<file path="config.mk">
export PLATFORM = sky130hd
export DESIGN_NAME = run_controller
export DESIGN_NICKNAME = d
export VERILOG_FILES = /design/src/rtl/run_ctrl_pkg.sv /design/src/rtl/run_ctrl_dbg_port.sv /design/src/rtl/run_controller.sv
export SDC_FILE = /design/constraint.sdc
export NUM_CORES = 1
export LEC_CHECK = 0
export CORE_ASPECT_RATIO = 1.25
export CORE_MARGIN = 3
export CORE_UTILIZATION = 32
export CTS_CLUSTER_DIAMETER = 200
export CTS_CLUSTER_SIZE = 28
export DETAILED_ROUTE_END_ITERATION = 7
export PLACE_DENSITY_LB_ADDON = 0.15
export SYNTH_ARGS = -nofsm -noshare
export SYNTH_HDL_FRONTEND = slang
export SYNTH_SLANG_ARGS = --single-unit
</file>
<file path="constraint.sdc">
create_clock -name clk -period 2.1 [get_ports clk]
set_input_delay 0.42 -clock clk [delete_from_list [all_inputs] [get_ports clk]]
set_output_delay 0.42 -clock clk [all_outputs]
set_load 0.005 [all_outputs]
</file>
<file path="src/rtl/run_ctrl_pkg.sv">
// run_ctrl_pkg: run-state and debug-port encodings shared by the run controller
// and the board-level status LEDs.
package run_ctrl_pkg;

  typedef enum logic [1:0] {
    HALT = 2'b00,
    RUN  = 2'b01,
    STEP = 2'b10,
    BRK  = 2'b11
  } runState_t;

  typedef enum logic {
    DBG_IDLE = 1'b0,
    DBG_ACK  = 1'b1
  } dbgState_t;

  function automatic logic isStopped(runState_t s);
    return (s == HALT) || (s == BRK);
  endfunction

endpackage

</file>
<file path="src/rtl/run_ctrl_dbg_port.sv">
// run_ctrl_dbg_port: read-only debug access to data memory while the core
// is stopped; owns the address mux select and the registered read data.
module run_ctrl_dbg_port
  import run_ctrl_pkg::*;
(
  input  logic       clk,
  input  logic       rst,
  input  logic       stopped,
  input  logic       resume,
  input  logic       dbgReq,
  input  logic [7:0] dbgAddr,
  input  logic [7:0] cpuMemAddr,
  input  logic [7:0] fromDataMemory,
  output logic [7:0] memAddr,
  output logic       dbgAck,
  output logic [7:0] dbgData
);

  dbgState_t cur;
  dbgState_t nxt;
  logic      serve;

  // a resume request in the same cycle wins; dbgReq stays pending
  assign serve = stopped && !resume && dbgReq && (cur == DBG_IDLE);

  always_comb begin
    nxt = cur;
    unique case (cur)
      DBG_IDLE: if (serve) nxt = DBG_ACK;
      DBG_ACK:  nxt = DBG_IDLE;
    endcase
  end

  always_ff @(posedge clk or negedge rst) begin
    if (!rst) begin
      cur     <= DBG_IDLE;
      dbgData <= 8'h00;
    end else begin
      cur <= nxt;
      if (serve) dbgData <= fromDataMemory;
    end
  end

  assign memAddr = serve ? dbgAddr : cpuMemAddr;
  assign dbgAck  = (cur == DBG_ACK);

endmodule

</file>
<file path="src/rtl/run_controller.sv">
// run_controller: run/halt/step sequencer with PC breakpoint and debug read port.
// Optional retired-instruction counter: define RUN_CONTROLLER_RETIRE_COUNT_EN.
module run_controller
  import run_ctrl_pkg::*;
#(
  parameter bit RUN_ON_RESET = 1'b0,
  parameter int CNT_W        = 16
) (
  input  logic             clk,
  input  logic             rst,
  input  logic             runReq,
  input  logic             haltReq,
  input  logic             stepReq,
  input  logic             bpEnable,
  input  logic [7:0]       bpAddr,
  input  logic [7:0]       pc,
  input  logic [7:0]       cpuMemAddr,
  input  logic             cpuMemWrite,
  input  logic [7:0]       fromDataMemory,
  input  logic             dbgReq,
  input  logic [7:0]       dbgAddr,
  output logic             cpuEn,
  output logic [7:0]       memAddr,
  output logic             memWrite,
  output logic             dbgAck,
  output logic [7:0]       dbgData,
  output logic [1:0]       state,
  output logic [CNT_W-1:0] retired
);

  localparam runState_t RESET_STATE = RUN_ON_RESET ? RUN : HALT;

  runState_t cur;
  runState_t nxt;
  logic      skip;
  logic      skipNxt;
  logic      bpHit;
  logic      en;
  logic      stopped;
  logic      resume;

  always_comb begin
    bpHit   = bpEnable && (pc == bpAddr) && !skip;
    stopped = isStopped(cur);
    resume  = stopped && !haltReq && (stepReq || runReq);
    nxt     = cur;
    skipNxt = skip;
    en      = 1'b0;
    unique case (cur)
      HALT, BRK: begin
        if (!haltReq) begin
          if (stepReq) begin
            nxt     = STEP;
            skipNxt = 1'b1;
          end else if (runReq) begin
            nxt     = RUN;
            skipNxt = 1'b1;
          end
        end
      end
      RUN: begin
        en = !bpHit;
        if (haltReq)    nxt = HALT;
        else if (bpHit) nxt = BRK;
      end
      STEP: begin
        en = 1'b1;
        if (!haltReq && runReq) nxt = RUN;
        else                    nxt = HALT;
      end
    endcase
    // skip only protects the first executed instruction after resuming
    if (en) skipNxt = 1'b0;
  end

  always_ff @(posedge clk or negedge rst) begin
    if (!rst) begin
      cur  <= RESET_STATE;
      skip <= 1'b0;
    end else begin
      cur  <= nxt;
      skip <= skipNxt;
    end
  end

  // held low while in reset even when leaving reset in RUN
  assign cpuEn    = en & rst;
  assign memWrite = cpuMemWrite & cpuEn;
  assign state    = cur;

`ifdef RUN_CONTROLLER_RETIRE_COUNT_EN
  logic [CNT_W-1:0] cnt;

  always_ff @(posedge clk or negedge rst) begin
    if (!rst)       cnt <= '0;
    else if (cpuEn) cnt <= cnt + CNT_W'(1);
  end

  assign retired = cnt;
`else
  assign retired = '0;
`endif

  run_ctrl_dbg_port uDbg (
    .clk            (clk),
    .rst            (rst),
    .stopped        (stopped),
    .resume         (resume),
    .dbgReq         (dbgReq),
    .dbgAddr        (dbgAddr),
    .cpuMemAddr     (cpuMemAddr),
    .fromDataMemory (fromDataMemory),
    .memAddr        (memAddr),
    .dbgAck         (dbgAck),
    .dbgData        (dbgData)
  );

endmodule

</file>
-- Word level (Yosys, flattened, before mapping)
Index checks and enable logic that the tools add are counted.
- equality and inequality tests: 8
- mux-type cells: 16
- bitwise operators: 3
- reductions and logical operators: 20
- operators with widths (operator ; count):
    $mux 2 ; 5
    $eq 8x8->1 ; 1
    $logic_and 1x1->1 ; 8
    $mux 8 ; 1
    $mux 1 ; 7
    $ne 3x3->1 const B ; 2
    $pmux 2 s3 ; 1
    $reduce_and 3->1 ; 2
    $eq 2x2->1 const B ; 2
    $logic_not 1->1 ; 4
    $pmux 1 s2 ; 2
    $reduce_bool 3->1 ; 1
    $and 1x1->1 ; 2
    $eq 2x1->1 const B ; 1
    $logic_not 2->1 ; 1
    $logic_or 1x1->1 ; 2
    $ne 2x1->1 const B ; 1
    $ne 2x2->1 const B ; 1
    $reduce_bool 2->1 ; 1
    $reduce_or 2->1 ; 1
    $not 1->1 ; 1
- flip-flop bits (word level): 12
- bits of input ports: 48
- output and inout port bits: 37
- logic and storage cells: 51

-- Longest topological paths before layout
Gate-level depths: netlist of run 1.
- depth after elaboration: 10
- depth in mapped cells: 7
- mapped depth without buffers: 6

-- Hierarchy
From an unflattened synthesis of run 1, not the netlist that was laid out.
- cell total of the unflattened synthesis: 83
- area total of the unflattened synthesis: 930.9 µm²
- modules (own cells, without submodules) (module ; instances ; cells each ; area each (µm²) ; seq. area each (µm²)):
    run_ctrl_dbg_port ; 1 ; 28 ; 483.0 ; 225.2
    run_controller ; 1 ; 55 ; 447.9 ; 75.1

-- Worst setup path before layout of run 1
OpenSTA, ideal clock, no wires.
- kind: reg2out
- start point: reg cur[0] (netlist: state[0])
- end point: out memAddr[0]
- arrival: 1557 ps
- data required time: 1680 ps
- setup slack: 123 ps
- stages on the path, launching flop included: 7
- path buffers: 2
- path through: dfrtp_1 -> inv_1 -> ha_1 -> buf_2 -> nand4b_4 -> buf_6 -> mux2_4
- longest elaborated chain between the ends: 9
- elaborated cells between the ends (all ways): 10
- those cells by class: eq/ne (1); mux (1); reduce/logical (8)
- ends and longest elaborated chain (element ; RTL line ; source):
    start, declared ; run_controller.sv:33 ; runState_t cur;
    start signal, assigned ; run_controller.sv:81 ; cur <= nxt;
    $eq 2x2->1 or $logic_not 2->1 (tied branches) ; run_ctrl_pkg.sv:18 ; return (s == HALT) || (s == BRK);
    $logic_or 1x1->1 (*) ; run_ctrl_pkg.sv:18 ;
    $logic_and 1x1->1 (2 in series) ; run_controller.sv:45 ; resume = stopped && !haltReq && (stepReq || runReq);
    $logic_not 1->1 ; run_ctrl_dbg_port.sv:24 ; assign serve = stopped && !resume && dbgReq && (cur == DBG_IDLE);
    $logic_and 1x1->1 (*) (3 in series) ; run_ctrl_dbg_port.sv:24 ;
    $mux 8 (*) ; run_ctrl_dbg_port.sv:44 ; assign memAddr = serve ? dbgAddr : cpuMemAddr;
    end, declared ; run_controller.sv:23 ; output logic [7:0] memAddr,
Mark *: on every way between the ends. The rest lies on a longest branch, timed or not.

-- Worst setup path in the final report of run 1
- start point: reg cur[1] (netlist: state[1])
- end point: out memAddr[6]
The elaborated chain is that of the path after synthesis.

==> out/qor.txt, run 1 <==
Starting Density: 34.1%
WHS: 496 ps
Comb pwr share: 70.9%
Crit Path Category: reg -> out
Post-Synth Adder-Cell Area: 2.45%
Post-Synth XOR/XNOR Area: 6.85%
Final ANT Viol Nets: 0
clock buffer count from CTS: 3
Core Area: 3000 um2
ant diodes: 0
final WL: 3020 um
Critical Path, Cell by Cell: ha_4 > nand4b_4 > buf_6 > mux2_4 > buf_6
hold crit path type: in -> async
CTS clk-pin slew, worst paths: 70 ps
Crit path buffers/inverters: 2
Seq/Total Area, Yosys: 29.4%
maximum buffer depth of the clock tree: 2
cell taking the most area after synthesis: dfrtp_1
1st-pass router iterations: 4
Int Power: 1250 uW
CTS tree: done
fin crit share: 104%
TNS Setup: -334 ps
slowest cell on the critical path: dfrtp_1
WL/cell: 13.3 um
Max Clock Freq: 459 MHz
largest net degree at the start of global routing: 13
mux share of post-synthesis cell area: 20.9%
worst endpoint data arrival time: 1760 ps
worst skew pair latency: 270 ps
crit path time final: 2180 ps
crit start category: flop
vias per cell: 4.64
clock skew: 1.25 ps
Sw Pwr: 632 uW
Crit path top cell by count: buf_6
PortBufs: 68
grt total ovfl: 0
vias in the first global route: 1159
CP delay by family, top: flip-flops
violated checks: negative setup slack
GP Congestion: 0.775
final hold vios: 0
status: finished, violations left
# rows: 22
CTS sink cnt: 12
top cells by area, synth: dfrtp_1 29%, mux2_4 13%, buf_4 12%, mux2_2 7.7%, xnor2_1 6.9%
fraction of layout cells with a size suffix above 1: 33.5%
Die Ht: 69.2 um
antenna violations before repair: 0
Pleak: 0.000973 uW
simple-gate area share of the yosys netlist: 13.6%
setup slack after layout: -77.2 ps
Setup Viol. Count Final: 5
Root Driver: clkbuf_4
DRC: 0
Synth top area share: 29.4%
max-slew violations: 0
Crit path required time: 1680 ps
width of the die: 56.6 um
Mean Syn Cell Area: 10.3 um2
fin nets: 243
Synth cell types: 31
All-Layer GR Usage: 15.5%
area grow syn2layout: 90.5%
PD cells: 967 nW/um2
FF+latch count, synth: 12
htree depth: 1
HPWL after DPL: 2360 um
die area: 3910 um2
max_cap viols: 0
largest family of logic cells by synthesized area: multiplexers
crit-path max cell delay: 410 ps
io pins: 85
Seq pwr share: 21.8%
first-pass GRT wire length: 4940 um
Synth Area in Compound Gates: 10.4%
clock power share: 7.3%
Iteration-0 DRC Markers: 20
Max IR drop VDD: 0.000801 V
switching part of the total: 33.5%
Worst Path Max Fanout: 5
Via Count: 1053
Netlist Area Pre-Place: 1020 um2
RSZ-0062 raised after global routing: yes
crit end category: primary output
post-synthesis cell count: 99
Synth warnings: 0
final cells by class:
class | count | area, um2
multi-input cells | 78 | 686
fillers | 255 | 1050
repair buffers | 92 | 871
clock buffers | 3 | 22.5
inverters | 6 | 22.5
flip-flops and latches | 12 | 300
well taps | 36 | 45.0
cell usage after synthesis:
library cell   n
and3_1         1
nor3_1         1
xnor2_1        8
nand2_1        4
nand4_1        1
o31a_1         1
nor2_1         1
a22o_1         1
nor4_1         2
a21oi_1        2
mux2_4         9
a21o_1         1
nand2b_1       1
o21a_1         1
mux2_2         7
nand4bb_1      1
nand4b_4       1
o221ai_1       2
inv_1          6
conb_1         1
ha_1           2
nor2b_1        2
a311oi_1       2
buf_4         16
o21ai_0        2
dfrtp_1       12
buf_2          2
o21bai_4       1
nand3_1        6
buf_6          1
or2_2          1
cell families (layout without fill, tap and decap cells):
group,after synthesis,count (layout)
compound gates,13,13
xor+xnor,8,8
flops,12,12
other cells,1,16
mux,16,16
fa+ha+maj,2,2
simple gates,22,23
buf+inv,25,101
per-stage QoR:
step	setup slack [ps]	util [%]	instances	cell area [um2]	total power (uW)
6_report	-77.2	64.9	227	1950	1880
5_1_grt	-153	64.9	227	1950	2040
3_3_place_gp	-439	59.4	215	1780	1570
4_1_cts	-85.0	63.1	225	1890	1880
2_1_floorplan	123	-	114	1080	1020
3_5_place_dp	-460	59.4	215	1780	1600
per-layer routing:
| metal | wire length [um] | up-vias | share of wire, % | global-route usage (%) |
|---|---|---|---|---|
| li1 | - | 501 | - | - |
| met1 | 1050 | 488 | 35 | 15.4 |
| met2 | 1590 | 60 | 53 | 28.0 |
| met3 | 336 | 4 | 11 | 6.52 |
| met4 | 37 | 0 | 1.2 | 5.54 |
| met5 | 0 | - | 0 | 0 |
cells in the final DEF, fill, tap and decap left out, types with 3 or more instances in the layout:
| cell type | instances |
|---|---|
| mux2_2 | 7 |
| clkdlybuf4s50_1 | 40 |
| nand3_1 | 5 |
| conb_1 | 16 |
| buf_2 | 4 |
| buf_6 | 11 |
| dfrtp_1 | 12 |
| dlymetal6s2s_1 | 7 |
| nand2_1 | 4 |
| inv_1 | 6 |
| xnor2_2 | 3 |
| buf_4 | 19 |
| xnor2_1 | 5 |
| clkbuf_4 | 3 |
| mux2_4 | 9 |
| dlygate4sd2_1 | 11 |
flip-flops by register name, indices dropped and copies added (netlist names):
register,flops
skip,1
state,2
uDbg.dbgAck,1
uDbg.dbgData,8
power groups by stage:
| stage | clock network (uW) | registers [uW] | logic (uW) |
|---|---|---|---|
| global route | 154 | 427 | 1460 |
| finish | 137 | 411 | 1340 |
| floorplan | 0 | 419 | 604 |
| detailed placement | 0 | 410 | 1190 |
| CTS | 143 | 414 | 1320 |
| global placement | 0 | 402 | 1160 |
worst paths after layout:
path | slack, ps | endpoint | startpoint | depth (start not counted)
min reg2reg | 510 | uDbg.dbgData[1] | uDbg.dbgData[1] | 1
max reg2reg | 240 | state[0] | state[0] | 9
max in group asynchronous | 1460 | uDbg.dbgData[3] | rst | 2
min | 500 | uDbg.dbgData[4] | rst | 2
max | -80 | memAddr[6] | state[1] | 5
min in group clk | 510 | uDbg.dbgData[1] | uDbg.dbgData[1] | 1
timing repair:
item / in CTS / in global routing
pin swaps: 12 / 8
gates cloned: 1 / 0
hold buffers: 0 / 0
resized for setup: 69 / 10
setup endpoints to repair: 10 / 9
setup buffers: 6 / 2
No activity file was read; power rests on OpenSTA's default activity.
==> inputs of run 2 (changes only) <==
SETUP_SLACK_MARGIN = 0.02   (was not set)
==> out/qor.txt, run 2 (synthesis results as in run 1) <==
status: finished, violations left
violated checks: negative setup slack
clock power share: 7.2% (about the same)
FF-to-FF path depth: 9 (unchanged)
Reg with most FFs: uDbg.dbgData
first-pass GRT wire length: 4990 um (+0.97%)
Final ANT Viol Nets: 0 (unchanged)
max reg flops: 8 (unchanged)
FF-to-FF Start: state[0]
Max Clock Freq: 459 MHz (about the same)
ant diodes: 0 (unchanged)
HPWL after DPL: 2360 um (unchanged)
worst skew pair latency: 270 ps (about the same)
Setup Viol. Count Final: 5 (unchanged)
Final Total Pwr: 1890 uW (+0.39%)
CTS sink cnt: 12 (unchanged)
final hold vios: 0 (unchanged)
CTS tree: done
grt total ovfl: 0 (unchanged)
DRC: 0 (unchanged)
slack of the worst reg-to-reg path: 240 ps (about the same)
# rows: 22 (unchanged)
Starting Density: 34.1% (unchanged)
WL/cell: 13.1 um (-1.3%)
slowest cell on the critical path: dfrtp_1
Multi-input gate area: 686 um2 (unchanged)
Seq pwr share: 21.7% (about the same)
worst endpoint data arrival time: 1760 ps (about the same)
Max IR drop VDD: 0.000799 V (-0.36%)
max-slew violations: 0 (unchanged)
storage element area: 300 um2 (unchanged)
antenna violations before repair: 0 (unchanged)
Crit path top cell by count: buf_6
placed inst area: 1780 um2 (unchanged)
RR Endpoint: state[0]
Crit Path Category: reg -> out
Critical Path, Cell by Cell: ha_4 > nand4b_4 > buf_6 > mux2_4 > buf_6
RSZ-0062 raised after global routing: yes
Iteration-0 DRC Markers: 14 (-30%)
Int Power: 1260 uW (+0.54%)
crit start category: flop
most frequent cells in the layout: 39 x clkdlybuf4s50_1, 20 x buf_4, 16 x conb_1
Via Count: 1064 (+1.0%)
Core Area: 3000 um2 (unchanged)
switching part of the total: 33.4% (-0.098 points)
Worst Path Max Fanout: 5 (unchanged)
WHS: 491 ps (-5.28 ps)
fin crit share: 104% (about the same)
maximum buffer depth of the clock tree: 2 (unchanged)
Die Ht: 69.2 um (unchanged)
vias in the first global route: 1167 (+0.69%)
most common cell after layout, fill and taps aside: clkdlybuf4s50_1
clock skew: 1.25 ps (unchanged)
setup slack after layout: -77.1 ps (+0.0906 ps)
die area: 3910 um2 (unchanged)
fillcell total: 258 (+1.2%)
crit path time final: 2180 ps (-0.0906 ps)
GP Congestion: 0.775 (unchanged)
Pleak: 0.000957 uW (-1.6%)
PD cells: 971 nW/um2 (+0.33%)
Root Driver: clkbuf_4
fraction of layout cells with a size suffix above 1: 33.9% (+0.35 points)
final instance area: 1950 um2 (about the same)
final WL: 2990 um (-0.86%)
crit-path max cell delay: 410 ps (about the same)
max_cap viols: 0 (unchanged)
1st-pass router iterations: 4 (unchanged)
largest net degree at the start of global routing: 13 (unchanged)
io pins: 85 (unchanged)
crit end category: primary output
vias per cell: 4.67 (+0.60%)
CTS clk-pin slew, worst paths: 70 ps (about the same)
Crit path required time: 1680 ps (about the same)
Comb pwr share: 71.0% (about the same)
clock buffer count from CTS: 3 (unchanged)
All-Layer GR Usage: 15.7% (+0.15 points)
PortBufs: 68 (unchanged)
hold crit path type: in -> async
Sw Pwr: 632 uW (about the same)
fin nets: 244 (+0.41%)
area grow syn2layout: 90.6% (about the same)
width of the die: 56.6 um (unchanged)
htree depth: 1 (unchanged)
## run 2: worst max-delay path by stage
| stage | start | end | slack [ps] | cells after the start |
|---|---|---|---|---|
| 2_1_floorplan | state[0] | memAddr[0] | 120 | 6 |
| 3_3_place_gp | runReq | memAddr[6] | -440 | 5 |
| 5_1_grt | state[1] | memAddr[6] | -150 | 5 |
| 4_1_cts | state[1] | memAddr[2] | -90 | 5 |
| 6_report | state[1] | memAddr[6] | -80 | 5 |
| 3_5_place_dp | runReq | memAddr[5] | -460 | 5 |
## run 2: metal layers
metal  track usage, %  up-vias  part of all wire, %
met3             6.52        6                   11
li1                 -      503                    -
met4             5.54        0                  1.8
met1             15.6      493                   35
met2             28.4       62                   52
met5                0        -                    0
## run 2: cell type report
type | instances | area share (%)
Timing Repair Buffer | 93 | 44.8
Multi-Input combinational cell | 78 | 35.2
Inverter | 6 | 1.16
Tap cell | 36 | 2.31
Clock buffer | 3 | 1.16
Sequential cell | 12 | 15.4
## run 2: timing repair
item                       CTS  global route
buffers inserted             7             2
hold buffers                 0             0
pin swaps                   13             4
gates resized for setup     74             7
cloned                       1             0
setup endpoints to repair   10            10
## run 2: power groups by stage
stage	clock network, uW	logic (uW)	registers, uW
finish	137	1340	411
CTS	143	1320	414
global route	154	1470	427
floorplan	0	604	419
detailed placement	0	1190	410
global placement	0	1160	402
## run 2: worst max-delay path, delay by kind of cell, from the launching register on
family	cells	cell delay, ps
flops	1	410
fa+ha+maj	1	320
mux	1	290
buf+inv	2	280
simple gates	1	180
## run 2: per-stage QoR
stage / utilization, % / instances / setup slack (ps) / TNS [ps]
floorplan: - / 114 / 123 / 0
global placement: 59.4 / 215 / -439 / -4250
detailed placement: 59.4 / 215 / -460 / -4440
CTS: 63.4 / 226 / -85.0 / -360
global route: 64.9 / 228 / -153 / -718
finish: 64.9 / 228 / -77.1 / -334
==> edit (flow settings as in run 1) <==
Set the parameter `RUN_ON_RESET` to 1'b1 (it was 1'b0).
--- a/src/rtl/run_controller.sv
+++ b/src/rtl/run_controller.sv
@@ -5,3 +5,3 @@
 #(
-  parameter bit RUN_ON_RESET = 1'b0,
+  parameter bit RUN_ON_RESET = 1'b1,
   parameter int CNT_W        = 16
Check against the original RTL: not equivalent (Yosys sat finds a counterexample within 4 cycles, from zero or initial values and one cycle with rst low).
==> edit against run 1 <==
The run still ends with setup timing left; total power rose by 10%; worst setup slack got worse by 120 ps; routed wire length rose by 1.1%; global-route usage rose by 0.34 points; sequential cell count did not move; synthesized area rose by 0.12%; fmax fell by 5.3%; synthesized cell count did not move; cell area rose by 3.8%; clock power rose by 28%; die area rose by 0.12%; critical endpoint is now memAddr[5]; largest power group unchanged.
==> edit: results (changes against run 1) <==
INFO  metric status = complete, but fails checks
INFO  metric detailed_place_hpwl = 2279 um (-3.4%)
INFO  metric fin_nets = 252 (+3.7%)
INFO  metric final_worst_slack = -198.4 ps (-121.2 ps)
INFO  metric layout-area-overhead-vs-synth = 97.43%
INFO  metric layout-drive-gt1-share = 0.3731 (+0.03806)
INFO  metric place_area = 1784 um2 (about the same)
INFO  metric p_leak = 0.9562 nW (-1.7%)
INFO  metric max-vdd-ir-drop = 681.1 uV (-15%)
INFO  metric worst_setup_path_startpoint = state[0]
INFO  metric failed_checks = setup timing
INFO  metric fin_worst_skew = 4.190 ps (+2.943 ps)
INFO  metric cts_setup_buffers = 15 (+9)
INFO  metric cp-endpoint = memAddr[5]
INFO  metric post_synth_main_area_contributors = dfrtp_1 (27%), mux2_4 (13%), buf_4 (12%)
INFO  metric holdCritPathClass = flip-flop to flip-flop
INFO  metric vias = 1083 (+2.8%)
INFO  metric setup_viol_count_final = 10 (+5)
INFO  metric critical_path_arrival = 1880 ps (+120 ps)
INFO  metric clock_latency = 270 ps (about the same)
INFO  metric seq_power = 420 uW (+2%)
INFO  metric global_route_wire_length_before_repair = 5030 um (+1.8%)
INFO  metric postSynthAreaPerCell = 10.34 um2 (+0.12%)
INFO  metric regToRegEndpoint = state[0]
INFO  metric cpMaxStageDelayCell = dfstp_2
INFO  metric yosys-top-cells-count = buf_4 (16), dfrtp_1 (11), mux2_4 (9)
INFO  metric p_switching = 670.0 uW (+6.1%)
INFO  metric delay_of_the_slowest_cell_on_the_worst_path = 540 ps (+130 ps)
INFO  metric worst_hold_slack = 503.2 ps (+6.952 ps)
INFO  metric preCtsSetupSlack = -491.9 ps (-32.08 ps)
INFO  metric grt.total_usage = 0.1584 (+0.003419)
INFO  metric cts_repair_resize_count = 81 (+17%)
INFO  metric int_pwr = 1.410 mW (+13%)
INFO  metric final_cell_count_no_fill = 237 (+4.4%)
INFO  metric fin_tns_setup = -1516 ps (-1182 ps)
INFO  metric seq_area_frac_synth = 0.2946 (+0.0008634)
INFO  metric worst_setup_slack_for_register_to_register_paths = 110 ps (-130 ps)
INFO  metric synth_cell_types = 32 (+3.2%)
INFO  metric drt_iter0_drc = 16 (-20%)
INFO  metric power_combinational = 1.49 mW (+11%)
## edit: cell count changes after synthesis
cell,before,now
dfrtp_1,12,11
dfstp_2,0,1
## edit: area by class of cell
type | instances | area (um2) | share of cell area
timing repair buffer | 101 | 937.1 | 0.4638
tap | 36 | 45.04 | 0.02229
clock buffer | 4 | 36.28 | 0.01796
sequential | 12 | 301.5 | 0.1492
inverter | 6 | 22.52 | 0.01115
multi-input combinational | 78 | 678.2 | 0.3356
## edit: per-layer routing
metal	vias up	GRT usage	wire length, um	share of wire
met4	0	0.04749	68	0.022
met1	491	0.1601	1039	0.34
met3	6	0.05214	309	0.10
met2	64	0.2982	1634	0.54
li1	522	-	-	-
met5	-	0	0	0
## edit: cell families after synthesis
logic type,synth area share
compound gates,0.1039
xor+xnor,0.06846
fa+ha+maj,0.02445
buf+inv,0.1601
flops,0.2946
mux,0.2091
other cells,0.003664
simple gates,0.1357
